===== src/rtl/vip_frame_reader_pkg.sv =====
// ============================================================================
// Module   : vip_frame_reader_pkg
// Purpose  : Shared types and constants for the VIP frame reader.
//            Contents: the output FSM state type, the VIP packet type code
//            carried in the header beat, and the SDRAM word size in bytes.
// Revision : 1.0  initial release
// ============================================================================
`default_nettype none

package vip_frame_reader_pkg;

    // Output sequencer states: wait for enable, header beat, pixels, gap cycle
    typedef enum logic [1:0] {
        IDLE = 2'd0,
        HDR  = 2'd1,
        PIX  = 2'd2,
        DONE = 2'd3
    } state_e;

    // Packet type nibble for an active video packet
    localparam logic [3:0] VIP_PKT_VIDEO = 4'h0;

    // Avalon-MM addresses are byte addresses; each pixel is one 32-bit word
    localparam int unsigned BYTES_PER_WORD = 4;

endpackage

`default_nettype wire


===== src/rtl/vip_pixel_fifo.sv =====
// ============================================================================
// Module   : vip_pixel_fifo
// Purpose  : Synchronous show-ahead FIFO. The head entry is visible on
//            rd_data whenever empty is low; pop consumes it.
// Ports    : clk, reset_n   - clock, asynchronous active-low reset
//            push/push_data - write port (a push while full is dropped)
//            pop/rd_data    - read port, rd_data is the current head
//            count/empty/full - occupancy status
// Revision : 1.0  initial release
// ============================================================================
`default_nettype none

module vip_pixel_fifo
    import vip_frame_reader_pkg::*;
#(
    parameter int DEPTH = 64,
    parameter int WIDTH = 32
) (
    input  logic                       clk,
    input  logic                       reset_n,
    input  logic                       push,
    input  logic [WIDTH-1:0]           push_data,
    input  logic                       pop,
    output logic [WIDTH-1:0]           rd_data,
    output logic [$clog2(DEPTH+1)-1:0] count,
    output logic                       empty,
    output logic                       full
);

    localparam int AW = $clog2(DEPTH);
    localparam int CW = $clog2(DEPTH+1);

    logic [WIDTH-1:0] mem_q [DEPTH];
    logic [AW-1:0]    wr_ptr_q, wr_ptr_d;
    logic [AW-1:0]    rd_ptr_q, rd_ptr_d;
    logic [CW-1:0]    count_q, count_d;
    logic             do_push, do_pop;

    assign empty   = (count_q == CW'(0));
    assign full    = (count_q == CW'(DEPTH));
    assign count   = count_q;
    assign rd_data = mem_q[rd_ptr_q];

    always_comb begin
        do_push  = push && !full;
        do_pop   = pop && !empty;
        wr_ptr_d = wr_ptr_q;
        rd_ptr_d = rd_ptr_q;
        count_d  = count_q;
        if (do_push) begin
            wr_ptr_d = wr_ptr_q + AW'(1);
        end
        if (do_pop) begin
            rd_ptr_d = rd_ptr_q + AW'(1);
        end
        // Push and pop together leave the occupancy unchanged
        case ({do_push, do_pop})
            2'b10:   count_d = count_q + CW'(1);
            2'b01:   count_d = count_q - CW'(1);
            default: count_d = count_q;
        endcase
    end

    always_ff @(posedge clk or negedge reset_n) begin
        if (!reset_n) begin
            wr_ptr_q <= '0;
            rd_ptr_q <= '0;
            count_q  <= '0;
        end else begin
            wr_ptr_q <= wr_ptr_d;
            rd_ptr_q <= rd_ptr_d;
            count_q  <= count_d;
        end
    end

    // Storage carries no reset; validity is tracked by the pointers alone
    always_ff @(posedge clk) begin
        if (do_push) begin
            mem_q[wr_ptr_q] <= push_data;
        end
    end

endmodule

`default_nettype wire


===== src/rtl/vip_frame_reader_ctrl.sv =====
// ============================================================================
// Module   : vip_frame_reader_ctrl
// Purpose  : Fetches one frame of 32-bit pixels from SDRAM with fixed-size
//            Avalon-MM read bursts, buffers them in a pixel FIFO and emits
//            each frame as a VIP Avalon-ST video packet (header + pixels).
// Ports    : clk, reset_n          - clock, asynchronous active-low reset
//            enable, base_addr     - run control, frame byte address
//            avm_*                 - Avalon-MM burst read master
//            dout_*                - Avalon-ST video source
//            busy, frame_done      - frame in progress, last-pixel pulse
// Revision : 1.0  initial release
// ============================================================================
`default_nettype none

module vip_frame_reader_ctrl
    import vip_frame_reader_pkg::*;
#(
    parameter int H_ACTIVE   = 640,
    parameter int V_ACTIVE   = 480,
    parameter int BURST      = 16,
    parameter int FIFO_DEPTH = 64
) (
    input  logic        clk,
    input  logic        reset_n,
    input  logic        enable,
    input  logic [31:0] base_addr,
    output logic [31:0] avm_address,
    output logic        avm_read,
    output logic [4:0]  avm_burstcount,
    input  logic        avm_waitrequest,
    input  logic [31:0] avm_readdata,
    input  logic        avm_readdatavalid,
    output logic [31:0] dout_data,
    output logic        dout_valid,
    input  logic        dout_ready,
    output logic        dout_sop,
    output logic        dout_eop,
    output logic        busy,
    output logic        frame_done
);

    localparam int TOTAL = H_ACTIVE * V_ACTIVE;
    localparam int CW    = $clog2(TOTAL+1);
    localparam int FCW   = $clog2(FIFO_DEPTH+1);

    state_e      state_q, state_d;
    logic [31:0] rd_addr_q, rd_addr_d;
    logic [CW-1:0] req_cnt_q, req_cnt_d;
    logic [CW-1:0] emit_cnt_q, emit_cnt_d;
    logic [CW-1:0] outstanding_q, outstanding_d;
    logic        avm_read_q, avm_read_d;
    logic [31:0] avm_address_q, avm_address_d;
    logic [4:0]  avm_burstcount_q, avm_burstcount_d;

    logic        accept;
    logic [31:0] remaining;
    logic [31:0] burst_len;
    logic [31:0] free_words;

    logic           fifo_pop;
    logic [31:0]    fifo_head;
    logic [FCW-1:0] fifo_count;
    logic           fifo_empty;
    logic           fifo_full;

    vip_pixel_fifo #(
        .DEPTH (FIFO_DEPTH),
        .WIDTH (32)
    ) u_fifo (
        .clk       (clk),
        .reset_n   (reset_n),
        .push      (avm_readdatavalid),
        .push_data (avm_readdata),
        .pop       (fifo_pop),
        .rd_data   (fifo_head),
        .count     (fifo_count),
        .empty     (fifo_empty),
        .full      (fifo_full)
    );

    always_comb begin
        state_d          = state_q;
        rd_addr_d        = rd_addr_q;
        req_cnt_d        = req_cnt_q;
        emit_cnt_d       = emit_cnt_q;
        avm_read_d       = avm_read_q;
        avm_address_d    = avm_address_q;
        avm_burstcount_d = avm_burstcount_q;
        dout_valid       = 1'b0;
        dout_sop         = 1'b0;
        dout_eop         = 1'b0;
        dout_data        = '0;
        frame_done       = 1'b0;
        fifo_pop         = 1'b0;

        accept     = avm_read_q && !avm_waitrequest;
        remaining  = 32'(TOTAL) - 32'(req_cnt_q);
        burst_len  = (remaining < 32'(BURST)) ? remaining : 32'(BURST);
        // Space not yet claimed by buffered words or words still in flight
        free_words = 32'(FIFO_DEPTH) - 32'(fifo_count) - 32'(outstanding_q);

        outstanding_d = outstanding_q
                      + (accept ? CW'(avm_burstcount_q) : CW'(0))
                      - (avm_readdatavalid ? CW'(1) : CW'(0));

        // Burst accepted: advance the fetch pointer by the granted length
        if (accept) begin
            rd_addr_d  = rd_addr_q + 32'(avm_burstcount_q) * BYTES_PER_WORD;
            req_cnt_d  = req_cnt_q + CW'(avm_burstcount_q);
            avm_read_d = 1'b0;
        end

        // New burst only when none is pending, so the counters used for the
        // space check are always up to date
        if ((state_q == HDR || state_q == PIX) && !avm_read_q &&
            (32'(req_cnt_q) < 32'(TOTAL)) && (free_words >= burst_len)) begin
            avm_read_d       = 1'b1;
            avm_address_d    = rd_addr_q;
            avm_burstcount_d = 5'(burst_len);
        end

        case (state_q)
            IDLE: begin
                if (enable) begin
                    state_d    = HDR;
                    rd_addr_d  = base_addr;
                    req_cnt_d  = '0;
                    emit_cnt_d = '0;
                end
            end
            HDR: begin
                dout_valid = 1'b1;
                dout_sop   = 1'b1;
                dout_data  = {28'h0, VIP_PKT_VIDEO};
                if (dout_ready) begin
                    state_d = PIX;
                end
            end
            PIX: begin
                dout_valid = !fifo_empty;
                dout_data  = fifo_empty ? 32'h0 : fifo_head;
                dout_eop   = !fifo_empty && (emit_cnt_q == CW'(TOTAL-1));
                if (dout_ready && !fifo_empty) begin
                    fifo_pop   = 1'b1;
                    emit_cnt_d = emit_cnt_q + CW'(1);
                    if (emit_cnt_q == CW'(TOTAL-1)) begin
                        frame_done = 1'b1;
                        state_d    = DONE;
                    end
                end
            end
            DONE: begin
                state_d = IDLE;
            end
            default: begin
                state_d = IDLE;
            end
        endcase
    end

    always_ff @(posedge clk or negedge reset_n) begin
        if (!reset_n) begin
            state_q          <= IDLE;
            rd_addr_q        <= '0;
            req_cnt_q        <= '0;
            emit_cnt_q       <= '0;
            outstanding_q    <= '0;
            avm_read_q       <= 1'b0;
            avm_address_q    <= '0;
            avm_burstcount_q <= '0;
        end else begin
            state_q          <= state_d;
            rd_addr_q        <= rd_addr_d;
            req_cnt_q        <= req_cnt_d;
            emit_cnt_q       <= emit_cnt_d;
            outstanding_q    <= outstanding_d;
            avm_read_q       <= avm_read_d;
            avm_address_q    <= avm_address_d;
            avm_burstcount_q <= avm_burstcount_d;
        end
    end

    assign avm_read       = avm_read_q;
    assign avm_address    = avm_address_q;
    assign avm_burstcount = avm_burstcount_q;
    assign busy           = (state_q != IDLE);

    // Burst admission reserves space, so a beat can never land on a full FIFO
    a_no_overflow: assert property (@(posedge clk) disable iff (!reset_n)
                                    !(avm_readdatavalid && fifo_full));

endmodule

`default_nettype wire


===== config.mk =====
export PLATFORM = sky130hd
export DESIGN_NAME = vip_frame_reader_ctrl
export DESIGN_NICKNAME = d
export VERILOG_FILES = /design/src/rtl/vip_frame_reader_pkg.sv /design/src/rtl/vip_pixel_fifo.sv /design/src/rtl/vip_frame_reader_ctrl.sv
export SDC_FILE = /design/constraint.sdc
export NUM_CORES = 2
export LEC_CHECK = 0
export BUFFER_PORTS_ARGS = -buffer_cell sky130_fd_sc_hd__clkbuf_2
export CORE_UTILIZATION = 52
export CTS_BUF_LIST = sky130_fd_sc_hd__clkbuf_2
export DETAILED_ROUTE_END_ITERATION = 8
export PLACE_DENSITY = 0.78
export SLEW_MARGIN = 10
export SYNTH_ARGS = -nofsm -noshare
export SYNTH_HDL_FRONTEND = slang
export SYNTH_SLANG_ARGS = --single-unit

===== constraint.sdc =====
create_clock -name clk -period 7 [get_ports clk]
set_input_delay 1.05 -clock clk [delete_from_list [all_inputs] [get_ports clk]]
set_output_delay 1.05 -clock clk [all_outputs]
set_load 0.01 [all_outputs]

* After elaboration in Yosys (flattened, before gate mapping)
Memories as Yosys holds them, arrays and structs flattened.
Cells that the tools add are included.
** Storage, ports and cells
- Register bits after elaboration :: 148
- Memory bits (writable) :: 2048
- Bits of input ports :: 70
- Output and inout port bits :: 75
- Logic and storage cells :: 91
- Memories :: 1
** Memories
- u_fifo.mem_q :: words 64, bits a word 32, rd ports 1, clocked after Yosys merged registers in 0, wr ports 1, RTL line vip_pixel_fifo.sv:33 : logic [WIDTH-1:0] mem_q [DEPTH];
** Operators by class
- Add/subtract/negate cells :: 12
- Magnitude comparators :: 3
- Eq/ne operators :: 11
- Mux-type cells :: 32
- Reduce and logical (&&, ||, !) cells :: 21
** Operator list (count)
- 32-bit 2-to-1 mux :: 6
- 19-bit 2-to-1 mux :: 5
- 19-bit by 5-bit adder with 19-bit output :: 2
- 19-bit one-hot mux with 2 select lines :: 1
- 32-bit by 7-bit adder with 32-bit output :: 1
- 32-bit >= comparator :: 1
- 32-bit by 5-bit less-than comparator with 1-bit output (second input constant) :: 1
- 8-bit by 20-bit subtractor with 21-bit output :: 1
- 19-bit by 19-bit subtractor with 20-bit output (first input constant) :: 1
- 19-bit by 1-bit adder with 19-bit output (second input constant) :: 1
- 19-bit equality test (second input constant) :: 1
- 19-bit less-than comparator (second input constant) :: 1
- 19-bit by 1-bit subtractor with 19-bit output :: 1
- 7-bit one-hot mux with 2 select lines :: 1
- 6-bit by 1-bit adder with 6-bit output (second input constant) :: 2
- 1-bit 2-to-1 mux :: 12
- 1-bit logical AND :: 8
- 2-bit 2-to-1 mux :: 4
- 2-bit one-hot mux with 4 select lines :: 1
- 2-bit nonzero test :: 4
- 7-bit by 7-bit subtractor with 8-bit output (first input constant) :: 1
- 7-bit by 1-bit adder with 7-bit output (second input constant) :: 1
- 7-bit equality test (second input constant) :: 1
- 7-bit zero test :: 1
- other kinds (12) :: 20

* Longest topological paths before layout
- Word-level depth :: 8
- Gate-level depth with buffers :: 23
- Depth with buffers taken out :: 21

* Hierarchy
Synthesis repeated with hierarchy kept, for this count alone.
** Second synthesis, totals
- Cell total of the unflattened synthesis :: 4552
- Area total of the unflattened synthesis :: 88641.3 um^2
** Modules (own cells, without submodules)
- vip_pixel_fifo :: times used 1, cells an instance 3503, area each 79321.1 um^2, seq. area each 61974.4 um^2
- vip_frame_reader_ctrl :: times used 1, cells an instance 1049, area each 9320.2 um^2, seq. area each 3228.1 um^2

* Least setup slack after synthesis
OpenSTA, ideal clock, no wires.
- Path type :: reg2reg
- Start :: reg u_fifo.count_q[2] (netlist: u_fifo.count[2])
- End :: reg avm_address_q[26] (netlist: avm_address[26])
- Setup time :: 0.125 ns
- Data arrival time :: 5.134 ns
- Required time :: 6.875 ns
- Setup slack :: 1.741 ns
- Stages on the path, launching flop included :: 24
- Path buffers :: 2
- Clock period less this slack :: 5.259 ns
- Cells stage by stage :: dfrtp_1 nor3_1 nand2b_1 o31ai_1 inv_1 ha_1 a21o_1 a21o_1 o21ai_0 a31oi_1 a2111oi_0 o21bai_1 a21oi_1 xnor2_1 ha_1 nand3_1 o221ai_1 a21oi_1 o21ai_0 nand4b_1 a31oi_1 buf_1 buf_2 mux2_2
** Between the ends
- Cells in the longest elaborated chain, start to end :: 4
** RTL lines
- start, declared :: RTL line vip_pixel_fifo.sv:36 : logic [CW-1:0] count_q, count_d;
- start signal, assigned :: RTL line vip_pixel_fifo.sv:72 : count_q <= count_d;
- 7-bit by 7-bit subtractor with 8-bit output :: RTL line vip_frame_reader_ctrl.sv:100 : free_words = 32'(FIFO_DEPTH) - 32'(fifo_count) - 32'(outstanding_q);
- 8-bit by 20-bit subtractor with 21-bit output :: RTL line vip_frame_reader_ctrl.sv:100
- 32-bit >= comparator :: RTL line vip_frame_reader_ctrl.sv:116 : (32'(req_cnt_q) < 32'(TOTAL)) && (free_words >= burst_len)) begin
- 1-bit logical AND :: RTL line vip_frame_reader_ctrl.sv:116
- end signal, assigned :: RTL line vip_frame_reader_ctrl.sv:178 : avm_address_q <= avm_address_d;
- end, declared :: RTL line vip_frame_reader_ctrl.sv:52 : logic [31:0] avm_address_q, avm_address_d;
No other way between the ends.
A chain may end at the register's enable or synchronous reset.

* Final worst setup path
- Start :: reg u_fifo.rd_ptr_q[0]
- End :: out dout_data[30]
** Between the ends
- Cells in the longest elaborated chain, start to end :: 3
** RTL lines
- start, declared :: RTL line vip_pixel_fifo.sv:35 : logic [AW-1:0] rd_ptr_q, rd_ptr_d;
- start signal, assigned :: RTL line vip_pixel_fifo.sv:71 : rd_ptr_q <= rd_ptr_d;
- memory 64 x 32 bit
- 32-bit 2-to-1 mux :: RTL line vip_frame_reader_ctrl.sv:141 : dout_data = fifo_empty ? 32'h0 : fifo_head;
- 32-bit 2-to-1 mux :: RTL line vip_frame_reader_ctrl.sv:122 : case (state_q)
- end, declared :: RTL line vip_frame_reader_ctrl.sv:33 : output logic [31:0] dout_data,
No other way between the ends.

==> qor.csv <==
stage;metric;value;unit
global_routing;gr usage total;25.6;%
setup_path;origin of the worst setup path;u_fifo.rd_ptr_q[0];
setup_path;CP startpoint kind;flip-flop;
place;DP Wirelength;123000;µm
global_routing;first-pass GRT wire length;309000;µm
yosys;Post-synth EDFFs;2048;
place;IO buf count;144;
cts;CTS Buf Count;543;
yosys;Gate Count Post-Synth;4040;
job;Max Cap Viol;0;
floorplan;number of core rows;150;
place;area post-placement;91900;µm²
timing;PnR worst setup slack;0.682;ns
timing;final-report hold violation count;0;
global_routing;initial antenna violation count;11;
setup_path;Arr. time, crit path;5.27;ns
timing;Final Cycle Share;90.3;%
setup_path;Crit Path Class;reg2out;
route;antenna-violating nets left;0;
yosys;Async S/R FF share, synth;6.74;%
cts;register clock-pin slew on the reported worst setup and hold paths;0.11;ns
cts;CTS tree;built;
floorplan;I/O Pins;145;
min_path;Hold EP;u_fifo.mem_q[46][22];
setup_path;worst reg2reg path depth;22;
route;routed len/inst;29.4;µm
timing;Hold WS;0.180;ns
place;dpl ws;1.28;ns
timing;relative slew slack;12.4;%
timing;RSZ-0062 raised after global routing;no;
global_routing;vias in the first global route;46282;
route;top sig layer;met5;
route;Met2 Routed Length;105000;µm
timing;minimum clock period;6.32;ns
layout;non-filler cells, final;7309;
cts;Max Root-Sink Buffers;4;
route;DRT iter0 DRCs;5758;
setup_path;kind of end point of the critical path;output port;
route;1st-pass router iterations;6;
cts;root buffer cell;clkbuf_2;
layout;final-layout fill cell count;11792;
floorplan;Initial Util;52.3;%
route;Vias;45408;
cts;setup bufs post-CTS;0;
setup_path;largest fanout on the critical path;36;
power;Leak;32.4;nW
setup_path;reg2reg end;avm_address[15];
timing;Slew Viols, Final;0;
setup_path;Worst R2R Start;u_fifo.count[0];
floorplan;DIE AREA;170000;µm²
timing;# setup viols final;0;
route;met3 routed WL;24000;µm
yosys;Synth cell types;70;
setup_path;reg2reg setup slack;1.23;ns
timing;Fmax achieved;0.158;GHz
yosys;Seq/Total Area, Yosys;74.5;%
global_routing;grt total ovfl;0;
setup_path;WP data required;5.95;ns
min_path;HP Class;in2reg;
min_path;WHS Path Cells;1;
cts;CTS H-tree depth;6;
yosys;synth warn;0;
global_routing;largest net degree at the start of global routing;93;
cts;clk sinks;2196;
floorplan;Die Height;412;µm
layout;Layout area overhead;11.1;%
yosys;commonest register cell after synthesis;edfxtp_1;
layout;layout net count;4893;
min_path;worst hold start;avm_readdata[22];
route;Met1 Wirelength;79800;µm
route;vias per cell;6.21;
route;DRT Wirelength;215000;µm
route;# DRC;0;
place;Placed Cells;6325;
layout;share of post-route cells with drive strength above 1;36.5;%
power;peak supply drop;0.000304;V
floorplan;die width;412;µm
timing;pin slew with the least headroom to its limit;1.31;ns
yosys;Yosys reg bits;2196;
layout;design area;97200;µm²
floorplan;CORE AREA;167000;µm²
cts;Clk Latency, worst-skew pair;1.73;ns
yosys;Post-Syn Area;87500;µm²
power;pwr dens;380;nW/µm²
timing;Max Clock Skew;0.230;ns
status;outcome;finished, final reports clean;
place;Final GP Congestion;0.838;
timing;setup tns final;0;ns
yosys;syn avg cell area;21.7;µm²
==> placed cells by master (no fill, tap or decap), types with 65 or more instances in the layout <==
cell         n
ha_1        89
dfrtp_1    142
mux4_2     672
clkbuf_2   921
buf_4       93
edfxtp_1  2048
nand2_1    123
o21ai_0     67
nor2_1      92
inv_1       73
clkinv_1   104
nor2_4      65
==> final cells by class <==
| class | count | area [µm²] | share of cell area [%] |
|---|---|---|---|
| sequential | 2196 | 65200 | 67.1 |
| multi-input combinational | 1598 | 21800 | 22.5 |
| clock buffer | 779 | 3900 | 4.01 |
| tap | 2204 | 2760 | 2.84 |
| timing repair buffer | 317 | 2410 | 2.48 |
| clock inverter | 132 | 777 | 0.799 |
| inverter | 73 | 274 | 0.282 |
| antenna | 10 | 25.0 | 0.0257 |
==> Yosys cell counts, drive strengths merged (13+ instances only) <==
library cell | instances | area, µm²
o21a | 15 | 113
xor2 | 48 | 420
nand4 | 13 | 81.3
ha | 89 | 1110
edfxtp | 2048 | 61500
a21oi | 49 | 245
mux4 | 672 | 15100
xnor2 | 62 | 543
mux2 | 35 | 394
o21ai | 68 | 340
nor2 | 157 | 597
nor3 | 13 | 70.1
buf | 81 | 375
and3 | 21 | 131
a21o | 23 | 173
clkbuf | 108 | 405
nand2 | 123 | 462
nor2b | 44 | 275
inv | 73 | 274
dfrtp | 148 | 3700
nand3 | 30 | 150
==> layer usage <==
| metal | track usage [%] | up-vias |
|---|---|---|
| met5 | 0 | - |
| met4 | 9.09 | 10 |
| met3 | 6.79 | 462 |
| met2 | 41.0 | 3030 |
| met1 | 34.1 | 23411 |
| li1 | - | 18495 |
==> cells by family after synthesis <==
kind of cell	Yosys count	synth area share (%)
and+or+nand+nor	446	2.42
buffers and inverters	262	1.20
xor gates and xnor gates	110	1.10
AOI/OAI and AO/OA	219	1.60
DFF	2196	74.5
adders and majority gates	94	1.39
muxes	712	17.8
other	1	0.00428
==> state kept, by name, indices dropped and copies added, names as in the netlist <==
signal and cells:
u_fifo.mem_q 2048, avm_address 32, avm_burstcount 5, u_fifo.count 7, rd_addr_q 32, req_cnt_q 19, u_fifo.wr_ptr_q 6, state_q 2
outstanding_q 19, emit_cnt_q 19, u_fifo.rd_ptr_q 6, avm_read 1
==> where the power goes <==
group	internal [W]	total, W	switching (W)	leakage, nW
Sequential	0.0151	0.0157	0.000615	20.3
Combinational	0.00621	0.0130	0.00675	8.51
Clock	0.00332	0.00824	0.00492	3.61
Total	0.0246	0.0369	0.0123	32.4
==> worst max path at each step <==
stage | to | slack [ns] | cells past startpoint
2_1_floorplan | avm_address[26] | 1.74 | 23
3_3_place_gp | avm_address[26] | 1.42 | 22
3_5_place_dp | avm_address[15] | 1.28 | 22
4_1_cts | dout_data[27] | 0.42 | 7
5_1_grt | dout_data[27] | 0.36 | 7
6_report | dout_data[30] | 0.68 | 7
==> metrics by stage <==
stage | total power [W] | util [%]
3_5_place_dp | 0.0289 | 54.9
5_1_grt | 0.0386 | 58.1
3_3_place_gp | 0.0287 | 54.9
2_1_floorplan | 0.0249 | -
4_1_cts | 0.0371 | 58.1
6_report | 0.0369 | 58.1
==> timing repair <==
action | in CTS | in global routing
gates resized for setup | 0 | 0
setup endpoints to repair | 0 | 0
endpoints found under the hold margin | 306 | 0
hold buffers | 63 | 0
==> critical path, cell delays in order (launching register included) <==
cell	delay, ns
dfrtp_4	0.89
buf_12	0.33
buf_12	0.32
mux4_2	0.57
mux4_2	0.56
mux4_2	0.64
nor2b_1	0.19
clkbuf_2	0.15
(Power assumes the default switching activity.)
